--- src/rtl/fetch_redirect_ctrl.sv ---
// Front-end recovery sequencer: arbitrates trap and BRAT mispredict redirects, then drives a
// one-cycle flush/PC redirect/RAS restore followed by a programmable refill bubble.
module fetch_redirect_ctrl #(
    parameter int unsigned DATA_WIDTH  = 32,
    parameter int unsigned HOLD_CYCLES = 2,
    parameter int unsigned CNT_WIDTH   = 16
) (
    input  logic                  clk,
    input  logic                  reset,
    input  logic                  misprediction_i_0,
    input  logic                  misprediction_i_1,
    input  logic                  misprediction_i_2,
    input  logic [DATA_WIDTH-1:0] correct_pc_i_0,
    input  logic [DATA_WIDTH-1:0] correct_pc_i_1,
    input  logic [DATA_WIDTH-1:0] correct_pc_i_2,
    input  logic [2:0]            ras_tos_i_0,
    input  logic [2:0]            ras_tos_i_1,
    input  logic [2:0]            ras_tos_i_2,
    input  logic                  trap_valid_i,
    input  logic [DATA_WIDTH-1:0] trap_pc_i,
    output logic                  redirect_valid_o,
    output logic [DATA_WIDTH-1:0] redirect_pc_o,
    output logic                  flush_o,
    output logic                  ras_restore_en_o,
    output logic [2:0]            ras_restore_tos_o,
    output logic                  buble_o,
    output logic                  busy_o,
    output logic [CNT_WIDTH-1:0]  redirect_count_o
);

    localparam int unsigned HoldW = (HOLD_CYCLES > 1) ? $clog2(HOLD_CYCLES) : 1;

    typedef enum logic [1:0] {StIdle, StFlush, StHold} state_e;

    state_e                state_q, state_d;
    logic [HoldW-1:0]      hold_q, hold_d;
    logic                  valid_q;
    logic [DATA_WIDTH-1:0] pc_q;
    logic                  restore_q;
    logic [2:0]            tos_q;
    logic                  busy_q;
    logic [CNT_WIDTH-1:0]  count_q;

    logic                  req;
    logic [DATA_WIDTH-1:0] sel_pc;
    logic [2:0]            sel_tos;
    logic                  sel_restore;
    logic                  enter_flush;

    always_comb begin
        req         = trap_valid_i | misprediction_i_0 | misprediction_i_1 | misprediction_i_2;
        sel_pc      = correct_pc_i_2;
        sel_tos     = ras_tos_i_2;
        sel_restore = 1'b1;
        if (trap_valid_i) begin
            sel_pc      = trap_pc_i;
            sel_tos     = tos_q;  // traps leave the RAS checkpoint untouched
            sel_restore = 1'b0;
        end else if (misprediction_i_0) begin
            sel_pc  = correct_pc_i_0;
            sel_tos = ras_tos_i_0;
        end else if (misprediction_i_1) begin
            sel_pc  = correct_pc_i_1;
            sel_tos = ras_tos_i_1;
        end
    end

    always_comb begin
        state_d = state_q;
        hold_d  = hold_q;
        unique case (state_q)
            StIdle: begin
                if (req) state_d = StFlush;
            end
            StFlush: begin
                if (req) begin
                    state_d = StFlush;
                end else if (HOLD_CYCLES > 0) begin
                    state_d = StHold;
                    hold_d  = HoldW'(HOLD_CYCLES - 1);
                end else begin
                    state_d = StIdle;
                end
            end
            StHold: begin
                if (req) begin
                    state_d = StFlush;
                end else if (hold_q == '0) begin
                    state_d = StIdle;
                end else begin
                    hold_d = hold_q - 1'b1;
                end
            end
            default: state_d = StIdle;
        endcase
        enter_flush = (state_d == StFlush);
    end

    always_ff @(posedge clk or posedge reset) begin
        if (reset) begin
            state_q   <= StIdle;
            hold_q    <= '0;
            valid_q   <= 1'b0;
            pc_q      <= '0;
            restore_q <= 1'b0;
            tos_q     <= '0;
            busy_q    <= 1'b0;
            count_q   <= '0;
        end else begin
            state_q   <= state_d;
            hold_q    <= hold_d;
            valid_q   <= enter_flush;
            restore_q <= enter_flush & sel_restore;
            busy_q    <= (state_d != StIdle);
            if (enter_flush) begin
                pc_q  <= {sel_pc[DATA_WIDTH-1:2], 2'b00};
                tos_q <= sel_tos;
                if (count_q != '1) count_q <= count_q + 1'b1;
            end
        end
    end

    assign redirect_valid_o  = valid_q;
    assign flush_o           = valid_q;
    assign redirect_pc_o     = pc_q;
    assign ras_restore_en_o  = restore_q;
    assign ras_restore_tos_o = tos_q;
    assign buble_o           = busy_q;
    assign busy_o            = busy_q;
    assign redirect_count_o  = count_q;

endmodule

--- config.mk ---
export PLATFORM = sky130hd
export DESIGN_NAME = fetch_redirect_ctrl
export DESIGN_NICKNAME = d
export VERILOG_FILES = /design/src/rtl/fetch_redirect_ctrl.sv
export SDC_FILE = /design/constraint.sdc
export NUM_CORES = 1
export LEC_CHECK = 0
export ABC_CLOCK_PERIOD_IN_PS = 3400
export CORE_UTILIZATION = 41
export CTS_CLUSTER_SIZE = 30
export DETAILED_ROUTE_END_ITERATION = 10
export GPL_TIMING_DRIVEN = 0
export PLACE_DENSITY = 0.91
export SYNTH_ARGS = -nofsm -noshare
export SYNTH_HDL_FRONTEND = slang
export SYNTH_SLANG_ARGS = --single-unit
--- constraint.sdc ---
create_clock -name clk -period 3.4 [get_ports clk]
set_input_delay 0.34 -clock clk [delete_from_list [all_inputs] [get_ports clk]]
set_output_delay 0.34 -clock clk [all_outputs]
set_load 0.01 [all_outputs]
[After elaboration in Yosys (flattened, before gate mapping)]
Cells that the tools add are included.
Word-level totals
  bits in registers: 55
  output and inout port bits: 56
  logic and storage cells: 42
Cells by class
  add/sub/neg operators: 2
  eq/ne operators: 6
  mux-type cells: 15
  bitwise logic cells: 5
  reductions and logical operators: 6
Operators by type and width (count)
  two-way mux 32 bit: 3
  adder 16 x 1 -> 16 bit, second input constant: 1
  inequality test 16 bit, second input constant: 1
  two-way mux 2 bit: 4
  two-way mux 3 bit: 2
  one-hot mux 2 bit (3 select lines): 1
  == test 2 x 1 -> 1 bit, second input constant: 2
  two-way mux 1 bit: 4
  inequality test 2 bit, second input constant: 2
  AND reduction 2 bit: 2
  nonzero test 2 bit: 2
  OR 1 bit: 3
  AND reduction 3 bit: 1
  == test 2 bit, second input constant: 1
  zero test 2 bit: 1
  one-hot mux 1 bit (2 select lines): 1
  bitwise AND 1 bit: 1
  inverter 1 bit: 1
  subtractor 1 bit, second input constant: 1

[Depth between registers and ports, before layout]
Gate-level depths: netlist of run 1.
  word-level depth: 7
  gate-level depth with buffers: 8

[Worst setup path before layout of run 1]
Ideal clock, no wire load.
  path kind: input -> register
  from: input misprediction_i_1
  to: register tos_q[0] (netlist: ras_restore_tos_o[0])
  arrival: 1.572 ns
  setup slack: 1.703 ns
  cell stages on the path: 6
  buffers on the path: 2
  path through: buf_6 > or4_1 > buf_2 > nand2_8 > nor2_2 > mux2_4
On the way
  word-level cells in the longest chain between the ends: 6
  elaborated cells on any way between the ends: 10
  classes of those cells: eq/ne: 1; mux: 6; bitwise: 2; reduce/logical: 1
RTL lines
  start: declaration: line 11  | input logic misprediction_i_1,
  OR 1 bit (2 in series): line 51  | req = trap_valid_i | misprediction_i_0 | misprediction_i_1 | misprediction_i_2;
  two-way mux 2 bit (on tied branches): line 86, 73, 76
  one-hot mux 2 bit (3 select lines): line 71  | unique case (state_q)
  == test 2 x 1 -> 1 bit: line 96  | enter_flush = (state_d == StFlush);
  AND reduction 2 bit (no line)
  end signal: assignment: line 117  | tos_q <= sel_tos;
  end: declaration: line 40  | logic [2:0] tos_q;
Parallel ways exist; a longest one is shown, timed or not.
A chain may end at the register's enable or synchronous reset.

[Worst setup path in the final report of run 1]
  from: input misprediction_i_0
  to: register pc_q[31] (netlist: redirect_pc_o[31])
On the way
  word-level cells in the longest chain between the ends: 6
  elaborated cells on any way between the ends: 10
  classes of those cells: eq/ne: 1; mux: 6; bitwise: 3
RTL lines
  start: declaration: line 10  | input logic misprediction_i_0,
  OR 1 bit (3 in series): line 51
  two-way mux 2 bit (on tied branches): line 86, 73, 76
  one-hot mux 2 bit (3 select lines): line 71
  == test 2 x 1 -> 1 bit: line 96
  end signal: assignment: line 116  | pc_q <= {sel_pc[DATA_WIDTH-1:2], 2'b00};
  end: declaration: line 38  | logic [DATA_WIDTH-1:0] pc_q;
Parallel ways exist; a longest one is shown, timed or not.

==> results of run 1 <==
final timing paths:
path | slack, ns | from | endpoint | cells past startpoint
setup reg to reg | 1.67 | redirect_count_o[0]$_DFFE_PP0P_ | redirect_count_o[1]$_DFFE_PP0P_ | 5
setup / recovery | 1.37 | misprediction_i_0 | redirect_pc_o[31]$_DFFE_PP0N_ | 7
hold reg to reg | 0.50 | redirect_pc_o[9]$_DFFE_PP0N_ | redirect_pc_o[9]$_DFFE_PP0N_ | 2
max in group asynchronous | 2.47 | reset | redirect_pc_o[26]$_DFFE_PP0N_ | 3
min in group clk | 0.46 | trap_valid_i | ras_restore_en_o$_DFF_PP0_ | 2
hold / removal | 0.38 | reset | redirect_pc_o[10]$_DFFE_PP0N_ | 2
Yosys cell counts (all sizes together), types with 3 or more instances:
cell and count:
clkbuf 12, buf 17, nor3 3, mux2i 63
o21ai 67, nor2 4, a211oi 6, nand3 8
mux2 4, xor2 12, inv 7, and3 3
dfrtp 55, a21oi 3, nand2 70
logic make-up after synthesis:
logic type      share of synthesized area, %
simple gates                            13.5
compound gates                          12.8
flops                                   42.2
fa+ha+maj                              0.383
mux                                     21.2
buf+inv                                 6.17
xor+xnor                                3.76
other cells                            0.115
layout by cell type (no fill, tap or decap), drive strengths merged, types with 3 or more instances in the layout:
cell | netlist | final
a211oi | 6 | 6
a21oi | 3 | 3
and3 | 3 | 3
buf | 17 | 18
clkbuf | 12 | 17
clkdlybuf4s50 | 0 | 186
dfrtp | 55 | 55
inv | 7 | 7
mux2 | 4 | 4
mux2i | 63 | 63
nand2 | 70 | 70
nand3 | 8 | 8
nor2 | 4 | 4
nor3 | 3 | 3
o21ai | 67 | 67
xor2 | 12 | 12
layout make-up:
cell class / count / area, um^2
multi-input cells: 259 / 1690
clock inverters: 3 / 43.8
inverters: 7 / 26.3
well taps: 102 / 128
fillers: 568 / 2340
repair buffers: 187 / 1880
flip-flops and latches: 55 / 1380
plain buffers: 29 / 175
clock buffers: 5 / 68.8
critical path: stages:
cell             delay [ns]
clkdlybuf4s50_1        0.53
clkbuf_1               0.39
clkbuf_1               0.44
nand2_1                0.11
o21ai_0                0.10
mux2i_1                0.09
o21ai_0                0.22
metrics by stage:
| step | setup WS [ns] | hold WS [ns] | total power, uW | util (%) |
|---|---|---|---|---|
| final | 1.37 | 0.381 | 2010 | 69.8 |
| after global routing | 1.20 | 0.425 | 2120 | 69.8 |
| after CTS | 1.35 | 0.395 | 2020 | 69.8 |
| after detailed placement | 1.04 | 0.477 | 1590 | 68.3 |
| after global placement | 0.734 | 0.462 | 1560 | 68.0 |
| after floorplan | 1.70 | 0.485 | 1150 | - |
power breakdown:
group | leakage, uW | switching [uW] | internal [uW]
clock network | 0.0000581 | 212 | 220
registers | 0.000657 | 97.7 | 754
logic | 0.00163 | 282 | 443
total | 0.00235 | 591 | 1420
registers in the layout, summed over array words and instances (netlist names):
register,flops
redirect_pc_o,30
redirect_count_o,16
ras_restore_tos_o,3
state_q,2
buble_o,1
flush_o,1
hold_q,1
ras_restore_en_o,1
metal layers:
| layer | GRT usage, % | wire, um |
|---|---|---|
| met5 | 0 | 0 |
| met2 | 43.4 | 5230 |
| met3 | 4.86 | 575 |
| met4 | 7.54 | 170 |
| met1 | 29.5 | 4080 |
==> flow_metrics.tcl, run 1 <==
set metrics [dict create \
    placed_cell_area_um2 5280 \
    routabilityCongestion 0.855 \
    cts_max_path_buffers 2 \
    rsz0062_at_grt "no" \
    period_share_pct 59.6 \
    yosys-top-cells-area "dfrtp_1 (42%), mux2i_1 (19%), o21ai_0 (8.4%)" \
    cap_violations 0 \
    grt_overflow 0 \
    wire_per_inst_um 15.6 \
    post-cts-setup-buffer-count 0 \
    setup_viol 0 \
    antenna_found_initial 0 \
    row_count 32 \
    cts_tree "built" \
    start_kind "input pin" \
    status "completed" \
    synth_ff_type "dfrtp_1" \
    syn-mean-instance-area_um2 9.35 \
    cp.required_ns 3.61 \
    core_area_um2 7730 \
    grtUsageTotal_pct 24.4 \
    relSlewSlack_pct 48.5 \
    layout.cells.non_filler 647 \
    endpoint_kind "register" \
    dp.final_hpwl_mm 8.03 \
    initial_core_util_pct 42.2 \
    place.port_buffers 186 \
    cts_resized 0 \
    synth_top_area_share_pct 42.2 \
    vias_per_cell 5.13 \
    peakVddDrop_uv 209 \
    seq_area_frac_synth_pct 42.2 \
    synthArstFlopShare_pct 100 \
    syn_inst 349 \
    critPathMaxFanout 10 \
    clock_latency_ns 0.30 \
    ctsHoldBuffers 0 \
    antenna_left 0 \
    n_antenna_cell 0 \
    drive_above_1_share_pct 6.24 \
    hold_violations 0 \
    ys_seq_elements 55 \
    dr.pass1.iters 4 \
    worstMarginPinSlew_ns 0.773 \
    cts-root-buf "clkbuf_8" \
    fin_crit_ns 2.03 \
    grt_pass1_wl_mm 16.0 \
    area_growth_pct 65.1 \
    cts_sinks 55 \
    tns_ns 0 \
    htreeDepth 2 \
    power.leakage_uw 0.00235 \
    grt_max_degree 34 \
    initialDrtViolationCount 99 \
    netlist_area_um2 3260 \
    max_freq_ghz 0.493 \
    cts-buffers-inserted 5 \
    ys_warn_count 0 \
    dp.cells 639 \
    vias 3317 \
    synth-edff-count 0 \
    cp_data_arrival_time_ns 2.23 \
    die-area_um2 8320 \
    skew_ns 0.00864 \
    drc 0 \
    die_w_um 91.2 \
    finalWirelength_mm 10.1 \
    critPathKind "input pin to register" \
    nets 688 \
    final_cell_area_um2 5390 \
    grt_pass1_vias 3242 \
    die_height_um 91.2 \
    drv_slew 0 \
    p_per_area_nw_per_um2 373 \
    min_path_type "input pin to async pin" \
    yosys.area.top_type "dfrtp_1" \
    synth_cell_types 35 \
    path_clk_slew_ns 0.11 \
    ioPinCount 199 \
]
(Power assumes the default switching activity.)
==> run 2, diff against run 1 <==
==> config.mk (replaced) <==
export PLATFORM = sky130hd
export DESIGN_NAME = fetch_redirect_ctrl
export DESIGN_NICKNAME = d
export VERILOG_FILES = /design/src/rtl/fetch_redirect_ctrl.sv
export SDC_FILE = /design/constraint.sdc
export NUM_CORES = 1
export LEC_CHECK = 0
export ABC_CLOCK_PERIOD_IN_PS = 1800
export CORE_UTILIZATION = 34
export CTS_CLUSTER_SIZE = 30
export DETAILED_ROUTE_END_ITERATION = 10
export GPL_TIMING_DRIVEN = 0
export PLACE_DENSITY = 0.81
export SYNTH_ARGS = -nofsm -noshare
export SYNTH_HDL_FRONTEND = slang
export SYNTH_SLANG_ARGS = --single-unit
==> constraint.sdc (replaced) <==
create_clock -name clk -period 1.8 [get_ports clk]
set_input_delay 0.18 -clock clk [delete_from_list [all_inputs] [get_ports clk]]
set_output_delay 0.18 -clock clk [all_outputs]
set_load 0.01 [all_outputs]
==> flow_metrics.tcl, run 2 (synthesis gave the netlist of run 1 again) <==
set metrics [dict create \
    dp.cells 666 \
    cts_sinks 55 \
    grt.met1_usage_pct 24.8 \
    htreeDepth 2 \
    gr-max-usage-layer "met2" \
    dp.final_hpwl_mm 8.56 \
    worstMarginPinSlew_ns 0.837 \
    initial_core_util_pct 35.2 \
    cts-buffers-inserted 5 \
    crit_start "redirect_count_o[0]$_DFFE_PP0P_" \
    fin_util_pct 58.7 \
    cp_data_arrival_time_ns 1.91 \
    ioPinCount 199 \
    fin_crit_ns 1.72 \
    finalWirelength_mm 10.5 \
    met2_usage_pct 37.4 \
    holdWs_ns 0.171 \
    skew_ns 0.0101 \
    power.leakage_uw 0.00237 \
    cap_violations 0 \
    path_clk_slew_ns 0.10 \
    drive_above_1_share_pct 7.52 \
    antenna_found_initial 0 \
    layout.cells.non_filler 674 \
    nets 688 \
    die_w_um 100 \
    use_met3_pct 4.53 \
    largest_reg_flops 30 \
    clock_latency_ns 0.30 \
    cp.required_ns 1.99 \
    initialDrtViolationCount 62 \
    max_freq_ghz 0.582 \
    die_height_um 100 \
    setup_viol 0 \
    vias 3281 \
    grt_pass1_wl_mm 16.0 \
    vias_per_cell 4.87 \
    endpoint_kind "register" \
    antenna_left 0 \
    p_per_area_nw_per_um2 696 \
    die-area_um2 10000 \
    wire_per_inst_um 15.5 \
    area_growth_pct 67.0 \
    tns_ns 0 \
    place.port_buffers 186 \
    final_common_cell "clkdlybuf4s50_1" \
    drc 0 \
    cts-root-buf "clkbuf_8" \
    peakVddDrop_uv 414 \
    dr.pass1.iters 4 \
    grt_pass1_vias 3317 \
    grt_max_degree 38 \
    n_antenna_cell 0 \
    drv_slew 0 \
    start_kind "register" \
    core_area_um2 9280 \
    period_share_pct 95.5 \
    rsz0062_at_grt "no" \
    min_path_type "input pin to async pin" \
    critPathKind "register to register" \
    routabilityCongestion 0.852 \
    row_count 35 \
    hold_violations 0 \
    worstReg2RegStart "redirect_count_o[0]$_DFFE_PP0P_" \
    final_cell_mix "clkdlybuf4s50_1 (185), nand2_1 (69), mux2i_1 (63)" \
    post-cts-setup-buffer-count 0 \
    grt_overflow 0 \
    total_power_uw 3790 \
    relSlewSlack_pct 44.2 \
    critPathMaxFanout 9 \
    cts_max_path_buffers 2 \
    cts_tree "built" \
    ctsHoldBuffers 0 \
    grtUsageTotal_pct 20.7 \
    status "completed" \
]
[run 2: routing by layer]
metal  vias to the layer above  share of wire (%)  wire (um)
met2                       116                 53       5520
met4                         0                1.4        151
li1                       1590                  -          -
met3                        12                5.3        558
met1                      1563                 40       4240
met5                         -                  0          0
[run 2: where the power goes]
group | switching, uW | internal, uW | leakage (uW)
logic | 534 | 838 | 0.00165
registers | 175 | 1430 | 0.000656
clock network | 407 | 415 | 0.0000581
[run 2: worst paths after layout]
kind,to,depth (start not counted),slack [ns]
max in group asynchronous,redirect_pc_o[20]$_DFFE_PP0N_,3,1.08
worst min register to register,redirect_pc_o[31]$_DFFE_PP0N_,2,0.48
min in group clk,ras_restore_en_o$_DFF_PP0_,2,0.31
worst min-delay path,ras_restore_tos_o[0]$_DFFE_PP0P_,2,0.17
worst max-delay path,redirect_count_o[1]$_DFFE_PP0P_,5,0.08
worst max register to register,redirect_count_o[1]$_DFFE_PP0P_,5,0.08
[run 2: layout make-up]
class                      count  area [um^2]
timing repair buffer         187         1880
fill                         825         3830
inverter                       7         26.3
multi-input combinational    259         1710
sequential                    55         1380
clock buffer                   5         68.8
tap                          129          161
clock inverter                 3         43.8
buffer                        29          181
[run 2: critical path: stages (launching register included)]
cell,delay [ns]
dfrtp_2,0.46
ha_1,0.27
and4_1,0.19
buf_2,0.17
a21oi_2,0.21
mux2_4,0.32
[run 2: timing repair]
action	CTS	global route
resized for setup	3	7
endpoints found under the setup margin	19	33
pin swaps	0	0
[run 2: metrics by stage]
stage / setup slack [ns] / instance area, um^2
after floorplan: 0.166 / 3270
after global placement: -0.694 / 5290
final: 0.0813 / 5450
after global routing: 0.0113 / 5450
after detailed placement: -0.637 / 5310
after CTS: 0.0169 / 5430
==> run 3, diff against run 2 <==
--- a/config.mk
+++ b/config.mk
@@ -7,6 +7,7 @@
 export LEC_CHECK = 0
 export ABC_CLOCK_PERIOD_IN_PS = 1800
 export CORE_UTILIZATION = 34
+export CTS_BUF_LIST = sky130_fd_sc_hd__clkbuf_16
 export CTS_CLUSTER_SIZE = 30
 export DETAILED_ROUTE_END_ITERATION = 10
 export GPL_TIMING_DRIVEN = 0
==> flow_metrics.tcl, run 3 (synthesis gave the netlist of run 1 again) <==
set metrics [dict create \
    status "completed" \
    vias 3275 \
    finalWirelength_mm 10.4 \
    grt_pass1_wl_mm 15.9 \
    initialDrtViolationCount 74 \
    seq_area_um2 1380 \
    nets 688 \
    vias_per_cell 4.86 \
    period_share_pct 94.0 \
    cap_violations 0 \
    layout_setup_ws_ns 0.108 \
    max_freq_ghz 0.591 \
    swShare_pct 27.9 \
    wire_per_inst_um 15.4 \
    path_clk_slew_ns 0.07 \
    die_w_um 100 \
    grtUsageTotal_pct 20.6 \
    antenna_found_initial 0 \
    antenna_left 0 \
    wl_met3_um 572 \
    place.port_buffers 186 \
    initial_core_util_pct 35.2 \
    power.switching_uw 1130 \
    cts_tree "built" \
    area_growth_pct 68.7 \
    endpoint_kind "register" \
    drive_above_1_share_pct 7.52 \
    top_layer "met4" \
    worstMarginPinSlew_ns 0.828 \
    critPathMaxFanout 9 \
    drv_slew 0 \
    min_path_type "input pin to async pin" \
    cts_max_path_buffers 2 \
    power.leakage_uw 0.00239 \
    cts-root-buf "clkbuf_16" \
    final_common_cell "clkdlybuf4s50_1" \
    relSlewSlack_pct 44.8 \
    cp.required_ns 1.97 \
    p_seq_share_pct 39.5 \
    final_cell_mix "clkdlybuf4s50_1 (185), nand2_1 (69), mux2i_1 (63)" \
    p_per_area_nw_per_um2 736 \
    grt_max_degree 38 \
    die_height_um 100 \
    p_int_uw 2920 \
    dp.final_hpwl_mm 8.56 \
    grt_pass1_vias 3306 \
    critPathKind "register to register" \
    wl_met2_mm 5.44 \
    multi_input_area_um2 1710 \
    worstReg2RegStart "redirect_count_o[7]$_DFFE_PP0P_" \
    p_comb_share_pct 33.9 \
    die-area_um2 10000 \
    row_count 35 \
    cts-buffers-inserted 5 \
    rsz0062_at_grt "no" \
    fin_crit_ns 1.69 \
    placed_cell_area_um2 5310 \
    dp.cells 666 \
    crit_start "redirect_count_o[7]$_DFFE_PP0P_" \
    dp_slack_ns -0.637 \
    post-cts-setup-buffer-count 0 \
    final_cell_area_um2 5510 \
    hold_violations 0 \
    setup_viol 0 \
    ctsHoldBuffers 0 \
    fill_cells 820 \
    skew_ns 0.00464 \
    htreeDepth 2 \
    n_antenna_cell 0 \
    routabilityCongestion 0.852 \
    layout.cells.non_filler 674 \
    start_kind "register" \
    drc 0 \
    met1Wirelength_mm 4.16 \
    grt_overflow 0 \
    ioPinCount 199 \
    peakVddDrop_uv 464 \
    largest_reg_flops 30 \
    cp_data_arrival_time_ns 1.86 \
    core_area_um2 9280 \
    clock_latency_ns 0.28 \
    cts_sinks 55 \
    dr.pass1.iters 4 \
    p_clk_share_pct 26.7 \
]
## run 3: changes by cell type in the layout (fill, tap and decap cells not counted)
cell | before | now
buf_1 | 1 | 2
clkbuf_1 | 8 | 7
clkbuf_16 | 0 | 5
clkbuf_8 | 5 | 0
dfrtp_1 | 54 | 55
dfrtp_2 | 1 | 0
ha_1 | 1 | 0
ha_2 | 0 | 1
## run 3: layer usage
| layer | GRT usage [%] | vias to the layer above |
|---|---|---|
| met5 | 0 | - |
| met4 | 6.13 | 0 |
| met3 | 4.32 | 16 |
| met2 | 37.1 | 121 |
| met1 | 24.8 | 1544 |
| li1 | - | 1594 |
## run 3: what timing repair did
| action | 4_1_cts | 5_1_grt |
|---|---|---|
| gates resized for setup | 4 | 7 |
| setup endpoints to repair | 31 | 28 |
| pin swaps | 0 | 0 |
## run 3: path summary, 6_finish.rpt
kind / to / slack, ns / cells after the start
worst max-delay path: redirect_count_o[1]$_DFFE_PP0P_ / 0.11 / 5
worst min-delay path: redirect_count_o[2]$_DFFE_PP0P_ / 0.20 / 2
worst max register to register: redirect_count_o[1]$_DFFE_PP0P_ / 0.11 / 5
worst min register to register: redirect_pc_o[31]$_DFFE_PP0N_ / 0.48 / 2
max in group asynchronous: redirect_pc_o[20]$_DFFE_PP0N_ / 1.05 / 3
min in group clk: ras_restore_en_o$_DFF_PP0_ / 0.34 / 2
## run 3: cell type report
class,count,share of cell area [%]
buffer,29,3.29
clock buffer,5,2.27
clock inverter,3,0.795
inverter,7,0.477
multi-input combinational,259,31.0
sequential,55,25.0
tap,129,2.93
timing repair buffer,187,34.2
## run 3: power groups by stage
stage          sequential [uW]  combinational (uW)  clock [uW]
2_1_floorplan             1680                 484           0
3_3_place_gp              1610                1340           0
3_5_place_dp              1620                1380           0
4_1_cts                   1600                1390        1110
5_1_grt                   1640                1480        1170
6_report                  1600                1370        1080
## run 3: per-stage QoR
stage          power (uW)  utilization (%)  hold slack (ns)  TNS [ns]
3_5_place_dp         3000             57.2            0.469    -17.50
2_1_floorplan        2170                -            0.365         0
6_report             4060             59.3            0.202         0
3_3_place_gp         2950             57.0            0.463    -54.88
5_1_grt              4290             59.3            0.230         0
4_1_cts              4100             59.1            0.212         0
## run 3: critical path, cell delays in order, from the launching register on
cell	delay, ns
dfrtp_1	0.44
and4_1	0.24
and4_1	0.21
buf_2	0.17
a21oi_2	0.21
mux2_4	0.32
==> variant, RTL diff (settings of run 3) <==
`DATA_WIDTH`: 32 -> 64.
--- a/src/rtl/fetch_redirect_ctrl.sv
+++ b/src/rtl/fetch_redirect_ctrl.sv
@@ -1,7 +1,7 @@
 // Front-end recovery sequencer: arbitrates trap and BRAT mispredict redirects, then drives a
 // one-cycle flush/PC redirect/RAS restore followed by a programmable refill bubble.
 module fetch_redirect_ctrl #(
-    parameter int unsigned DATA_WIDTH  = 32,
+    parameter int unsigned DATA_WIDTH  = 64,
     parameter int unsigned HOLD_CYCLES = 2,
     parameter int unsigned CNT_WIDTH   = 16
 ) (
Ports: changed (5 resized); port bits go from 199 to 359. No check against the original RTL was run, so the function may have changed too.
==> variant against run 3 <==
- worst hold slack gained 0.019 ns
- count of clock-buffer cells in the layout grew 4
- maximum frequency shrank 1.5%
- non-clock buffer count grew 184
- total power grew 60%
- via count grew 72%
- worst setup slack lost 0.025 ns
- routed wire length grew 93%
- sequential power grew 53%
- combinational power grew 66%
- final area grew 71%
- area after synthesis grew 62%
- sequential cell count grew 32
- highest routed layer unchanged
==> variant: results <==
metrics = {
    "placement": {
        "globalplace.congestion": 0.805,
        "dp_hpwl_um": 16000,
        "io_buffers": 347,
    },
    "grt": {
        "grt_max_degree": 40,
        "grt_usage_pct": 24.6,
        "first_global_vias": 5687,
    },
    "sta": {
        "post-route-period-util_pct": 95.4,
        "tightest_slew_ns": 0.734,
        "finClkSkew_ns": 0.00536,
    },
    "cts": {
        "insertion_delay_ns": 0.33,
        "cts-resized-gates": 11,
    },
    "final_layout": {
        "num-nonclk-inverters": 4,
        "drive_above_1_share_pct": 6.68,
        "largest_reg_flops": 62,
        "nFillCells": 1343,
        "instances_no_fill": 1146,
        "seq_share_pct": 23.2,
        "final-clk-cell-share_pct": 2.98,
        "nClkBuffers": 9,
    },
    "worst_setup_path": {
        "reg2reg_slack_ns": 0.09,
        "critical-path-slowest-cell": "buf_1",
        "crit_path_max_incr_delay_ns": 0.59,
        "arrival_ns": 1.93,
    },
    "power": {
        "leakagePower_uw": 0.00414,
        "vdd.ir_drop.worst_v": 0.000410,
    },
    "route": {
        "drtIter0Drc": 209,
    },
    "synthesis": {
        "synth-adder-area-share_pct": 0.236,
        "synth_xor_area_share_pct": 2.31,
        "synth-compound-area-share_pct": 12.5,
        "netlist_top_cells_count": "127 x mux2i_1, 87 x dfrtp_1, 72 x nand2_1",
        "synthMuxAreaShare_pct": 25.0,
        "ys_top_cells_by_area": "dfrtp_1 41%, mux2i_1 24%, o21ai_0 6.3%",
    },
    "run_status": {
        "status": "completed",
    },
}
variant: changes by cell type after synthesis, moves of 6 or more:
cell	before	now
a211oi_1	6	0
a21oi_1	2	65
clkbuf_1	11	26
dfrtp_1	55	87
mux2i_1	63	127
nor2_1	3	68
nor4_1	0	8
o21ai_0	55	67
o21ai_1	12	0
variant: metal layers:
metal	up-vias	GRT usage, %	part of all wire, %
met3	35	5.82	6.9
met2	224	44.2	50
met1	2608	28.4	40
met5	-	0	0
met4	0	9.31	2.8
li1	2770	-	-
variant: stage by stage:
stage	setup TNS [ns]	hold slack, ns	utilization (%)	total power, uW	instance area (um2)
floorplan	0	0.376	-	3310	5310
global placement	-98.41	0.483	59.3	4670	9020
detailed placement	-68.08	0.490	59.6	4720	9060
CTS	0	0.221	61.6	6530	9360
global route	-0.448	0.243	61.8	6810	9400
finish	0	0.222	61.8	6500	9400
variant: critical path, delay by kind of cell:
kind            cells  cell delay, ns
buf+inv             3            1.35
mux                 1            0.29
compound gates      1            0.10
variant: path summary, 6_finish.rpt:
check	endpoint	cells past startpoint	start
worst max-delay path	redirect_pc_o[4]$_DFFE_PP0N_	5	trap_valid_i
worst min-delay path	redirect_count_o[14]$_DFFE_PP0P_	2	reset
worst max register to register	redirect_count_o[10]$_DFFE_PP0P_	5	redirect_count_o[1]$_DFFE_PP0P_
worst min register to register	redirect_count_o[7]$_DFFE_PP0P_	1	redirect_count_o[7]$_DFFE_PP0P_
max in group asynchronous	redirect_pc_o[27]$_DFFE_PP0N_	3	reset
min in group clk	state_q[1]$_DFF_PP0_	3	misprediction_i_1
variant: report_power, final:
part / total, uW / internal, uW / switching [uW]
Sequential: 2450 / 2240 / 215
Combinational: 2280 / 1370 / 909
Clock: 1770 / 950 / 820
